**src/rtl/wb_retire_stage.sv**
```systemverilog
// In-order retire queue between the memory-access stage and the register-file write port.
// Retires the head entry when the write port grants; supports cancel (flush) and backpressure.
module wb_retire_stage #(
    parameter int unsigned DATA_W = 32,
    parameter int unsigned ADDR_W = 5,
    parameter int unsigned PC_W   = 32,
    parameter int unsigned DEPTH  = 2,
    localparam int unsigned WSTRB_W = DATA_W / 8,
    localparam int unsigned BUS_W   = WSTRB_W + ADDR_W + DATA_W + PC_W
) (
    input  logic                          clk,
    input  logic                          rst,
    input  logic                          ma_validout,
    input  logic [BUS_W-1:0]              ma_to_wb_bus,
    output logic                          wb_allowin,
    input  logic                          rf_ready,
    input  logic                          wb_cancel,
    output logic                          wb_validout,
    output logic [WSTRB_W+ADDR_W+DATA_W-1:0] wb_regfile_bus,
    output logic [DEPTH*ADDR_W-1:0]       wb_dest_vec,
    output logic [PC_W-1:0]               debug_wb_pc,
    output logic [WSTRB_W-1:0]            debug_wb_rf_we,
    output logic [ADDR_W-1:0]             debug_wb_rf_wnum,
    output logic [DATA_W-1:0]             debug_wb_rf_wdata
);

    localparam int unsigned PTR_W = (DEPTH > 1) ? $clog2(DEPTH) : 1;
    localparam int unsigned CNT_W = $clog2(DEPTH + 1);
    localparam logic [CNT_W-1:0] FullCnt = CNT_W'(DEPTH);

    logic [PTR_W-1:0]   head_q, tail_q, head_nxt, tail_nxt;
    logic [CNT_W-1:0]   count_q;
    logic               valid_q  [DEPTH];
    logic [WSTRB_W-1:0] wstrb_q  [DEPTH];
    logic [ADDR_W-1:0]  dest_q   [DEPTH];
    logic [DATA_W-1:0]  result_q [DEPTH];
    logic [PC_W-1:0]    pc_q     [DEPTH];

    logic [WSTRB_W-1:0] in_wstrb;
    logic [ADDR_W-1:0]  in_dest;
    logic [DATA_W-1:0]  in_result;
    logic [PC_W-1:0]    in_pc;
    logic               head_v, pop, push;
    logic [WSTRB_W-1:0] rf_we;

    assign in_wstrb  = ma_to_wb_bus[BUS_W-1 -: WSTRB_W];
    assign in_dest   = ma_to_wb_bus[PC_W+DATA_W +: ADDR_W];
    assign in_result = ma_to_wb_bus[PC_W +: DATA_W];
    assign in_pc     = ma_to_wb_bus[PC_W-1:0];

    // With DEPTH a power of two the pointers wrap naturally; DEPTH=1 pins them at slot 0.
    assign head_nxt = (DEPTH == 1) ? '0 : head_q + PTR_W'(1);
    assign tail_nxt = (DEPTH == 1) ? '0 : tail_q + PTR_W'(1);

    // rst is gated in so a reset cycle can never produce a write for discarded entries.
    assign head_v     = valid_q[head_q];
    assign pop        = head_v & rf_ready & ~wb_cancel & ~rst;
    assign wb_allowin = (count_q != FullCnt) | pop;
    assign push       = ma_validout & wb_allowin & ~wb_cancel & ~rst;

    always_ff @(posedge clk) begin
        if (rst) begin
            head_q  <= '0;
            tail_q  <= '0;
            count_q <= '0;
            for (int i = 0; i < DEPTH; i++) begin
                valid_q[i]  <= 1'b0;
                wstrb_q[i]  <= '0;
                dest_q[i]   <= '0;
                result_q[i] <= '0;
                pc_q[i]     <= '0;
            end
        end else if (wb_cancel) begin
            head_q  <= '0;
            tail_q  <= '0;
            count_q <= '0;
            for (int i = 0; i < DEPTH; i++) begin
                valid_q[i] <= 1'b0;
            end
        end else begin
            // Clear precedes set so a full-queue push+pop on the same slot stays valid.
            if (pop) begin
                valid_q[head_q] <= 1'b0;
                head_q          <= head_nxt;
            end
            if (push) begin
                valid_q[tail_q]  <= 1'b1;
                wstrb_q[tail_q]  <= in_wstrb;
                dest_q[tail_q]   <= in_dest;
                result_q[tail_q] <= in_result;
                pc_q[tail_q]     <= in_pc;
                tail_q           <= tail_nxt;
            end
            if (push && !pop) begin
                count_q <= count_q + CNT_W'(1);
            end else if (pop && !push) begin
                count_q <= count_q - CNT_W'(1);
            end
        end
    end

    always_comb begin
        rf_we = pop ? wstrb_q[head_q] : '0;
    end

    assign wb_validout       = pop;
    assign wb_regfile_bus    = {rf_we, dest_q[head_q], result_q[head_q]};
    assign debug_wb_pc       = pc_q[head_q];
    assign debug_wb_rf_we    = rf_we;
    assign debug_wb_rf_wnum  = dest_q[head_q];
    assign debug_wb_rf_wdata = result_q[head_q];

    always_comb begin
        wb_dest_vec = '0;
        for (int i = 0; i < DEPTH; i++) begin
            wb_dest_vec[i*ADDR_W +: ADDR_W] = valid_q[i] ? dest_q[i] : '0;
        end
    end

endmodule

```
**config.mk**
```make
export PLATFORM = sky130hd
export DESIGN_NAME = wb_retire_stage
export DESIGN_NICKNAME = d
export VERILOG_FILES = /design/src/rtl/wb_retire_stage.sv
export SDC_FILE = /design/constraint.sdc
export NUM_CORES = 1
export LEC_CHECK = 0
export CAP_MARGIN = 20
export CORE_MARGIN = 2
export CORE_UTILIZATION = 52
export DETAILED_ROUTE_END_ITERATION = 8
export GPL_ROUTABILITY_DRIVEN = 0
export PLACE_DENSITY = 0.83
export RECOVER_POWER = 25
export REMOVE_ABC_BUFFERS = 1
export SKIP_CTS_REPAIR_TIMING = 1
export SLEW_MARGIN = 10
export SYNTH_ARGS = -nofsm -noshare
export SYNTH_HDL_FRONTEND = slang
export SYNTH_SLANG_ARGS = --single-unit
```
**constraint.sdc**
```tcl
create_clock -name clk -period 9.7 [get_ports clk]
set_input_delay 1.94 -clock clk [delete_from_list [all_inputs] [get_ports clk]]
set_output_delay 1.94 -clock clk [all_outputs]
set_load 0.03 [all_outputs]
```
==> results.md <==
- Status: complete, but fails checks
- Violated checks: capacitance limit, slew limit
- Synth warn: 0
- Post-synthesis sequential area ratio: 0.624
- Share of power burned in registers: 0.462
- P_sw: 402 uW
- Type of origin of the critical path: input port
- EDFF count, synth: 146
- Reg2Reg Depth: 7
- Sw Ratio: 0.240
- CP Class: input port to flop
- Pint: 1270 uW
- Slew margin rel.: -1.50
- Residual DRC count: 0
- Simple-Gate Fraction of Synth Area: 0.170
- Fin. max-slew vios: 154
- Tcrit/Tclk final: 0.658
- R2r setup slk: 4.14 ns
- Antenna Cells: 0
- Fmax: roughly 160 MHz
- Synth Area in XOR/XNOR: 0.00242
- Post-Synth Adder-Cell Area: 0.00173
- Routed wire length: ~15 mm
- Hpwl dp: 9.63 mm
- Leakage: 0.00324 uW
- RSZ-0062 raised after global routing: false
- Clk pwr share: 0.390
- Grt total ovfl: 0
- Root Buffer: clkbuf_16
- Number of max-cap violations: 2
- Iteration count of the initial detailed-routing pass: 4
- Chip Width: between 100 and 150 microns
- Final Cell Area: 0.00966 sq mm
- Non-filler cells, final: 839
- Worst Tran Pin Value: 3.75 ns
- Hold path depth: 2
- Core area: approximately 0.014 sq mm
- H-tree levels: 4
- Min Clock Period, post-route: 6.38 ns
- Asr flop ratio synth: 0
- Main area contributors after synthesis: edfxtp_1 (60%), nor3b_1 (15%), mux2_2 (11%)
- Pwr Density: 174 mW/mm^2
- Area leader, netlist: edfxtp_1
- Clk slew on worst S/H paths: 0.06 ns
- Initial antenna violation count: 0
- Mapped Cells: 501
- Initial Util: 0.527
- # IOs: 204
- Yosys reg bits: around 150
- Top FF cell, synth: edfxtp_1
- Placed Area: 0.00908 sq mm
- Gate power share: 0.148
- Vias/cell: between 5 and 6
- Row count: 43
- Synth Area in Compound Gates: 0.0119
- Fin. Hold Viols: 0
- Required time worst endpoint: ~10 ns
- Largest net degree at the start of global routing: 91
- Die Y: 122 microns
- Worst-Skew Late Latency: about 0.41 ns
- Die Area: 0.0149 sq mm
- Clock buffer depth: 2
- Setup Viol. Count Final: 0
- Crit-path max FO: 90
- Share of post-route cells with drive strength above 1: 0.167
- Wire length per cell: 18.5 microns
- Largest family of logic cells by synthesized area: simple AND/OR/NAND/NOR gates
- Cell Area, Synth: 0.00725 sq mm
- Total global routing track utilization: 0.212
- Synthesis-to-finish area growth: 33.2%
- IO buf count: roughly 200
- CP Capture Type: flop
- Arr. time, crit path: roughly 6.7 ns
- Antenna viol nets, final: 0
- Post-placement cell count: 808
- First-pass GRT wire length: 24.0 mm
- Hold Path Class: flop to flop
- Vias in the first global route: 4635
- CTS sink cnt: 153
- Top cell type's share of synthesized area: 0.605
- Multiplexer share of the synthesized area: 0.117
- Drt initial violations: 365
- Nets: 726
- Worst Skew: 0.00754 ns
- Vias post-DR: 4569
- CTS tree: built
- Peak VDD IR: around 0.088 mV
- Unique cell type count in the Yosys netlist: 26
- Total CTS buffers: 17
- Avg Inst Size Synth: 14.5 sq um
==> logic make-up (layout without fill, tap and decap cells) <==
family | count (synthesis) | in the layout
compound gates | 12 | 12
xor+xnor | 2 | 2
fa+ha+maj | 1 | 1
buf+inv | 87 | 245
flops | 153 | 153
mux | 76 | 76
simple gates | 170 | 170
==> worst paths after layout <==
kind           endpoint        from
max          count_q[1]         rst
min          count_q[1]  count_q[1]
max reg2reg  count_q[1]        flop
min reg2reg  count_q[1]  count_q[1]
==> registers in the layout, summed over array words and instances, names as in the netlist, named ones only <==
| register | flops |
|---|---|
| count_q | 2 |
| dest_q | 10 |
| head_q | 1 |
| pc_q | 64 |
| result_q | 64 |
| tail_q | 1 |
| valid_q | 2 |
| wstrb_q | 8 |
==> power groups by stage <==
stage	logic (uW)	clock network, uW	registers, uW
floorplan	130	0	790
global placement	244	0	786
detailed placement	248	0	789
CTS	250	663	775
global route	261	693	779
finish	247	654	775
==> layer usage <==
layer | track usage | share of wire
met1 | 0.261 | 0.41
met2 | 0.367 | 0.52
met3 | 0.0590 | 0.062
met4 | 0.0589 | 0.0083
met5 | 0 | 0
==> through the flow <==
stage / util / power [uW] / TNS [ns] / hold slack [ns] / setup WS (ns)
after floorplan: - / 919 / -86.07 / 0.457 / -0.590
after global placement: 0.659 / 1030 / 0 / 0.467 / 3.84
after detailed placement: 0.659 / 1040 / 0 / 0.476 / 3.73
after CTS: 0.702 / 1690 / 0 / 0.484 / 3.73
after global routing: 0.701 / 1730 / 0 / 0.519 / 2.90
final: 0.701 / 1680 / 0 / 0.485 / 3.32
==> cell type report <==
cell class | count | area, sq um
fillers | 957 | 4120
multi-input cells | 261 | 2230
clock buffers | 19 | 433
inverters | 5 | 18.8
clock inverters | 12 | 153
flip-flops and latches | 153 | 4530
repair buffers | 209 | 2070
well taps | 180 | 225
==> synthesized netlist by cell type (3+ instances only) <==
master and count:
buf_2 14, mux2i_1 6, clkbuf_1 18, dfxtp_1 7
nor3b_1 146, o21ai_0 3, inv_1 5, buf_4 50
and2_1 10, nor2_1 6, mux2_2 70, edfxtp_1 146
a21oi_1 3
==> cells in the final DEF, fill, tap and decap left out, drive strengths merged, types with 4 or more instances in the layout <==
master and instances:
edfxtp 146, dfxtp 7, mux2i 6, clkdlybuf4s50 192, buf 4, and2 10
clkbuf 21, dlygate4sd3 11, mux2 70, nor3b 146, nor2 6, clkinv 8
inv 5
==> critical path: stages <==
cell and delay (ns):
dlygate4sd3_1 0.61, nor2_1 0.15, a32oi_4 0.25, clkbuf_1 2.65, inv_1 0.16, ha_1 0.47
or3_1 0.36, a21oi_1 0.14
(Power assumes the default switching activity.)
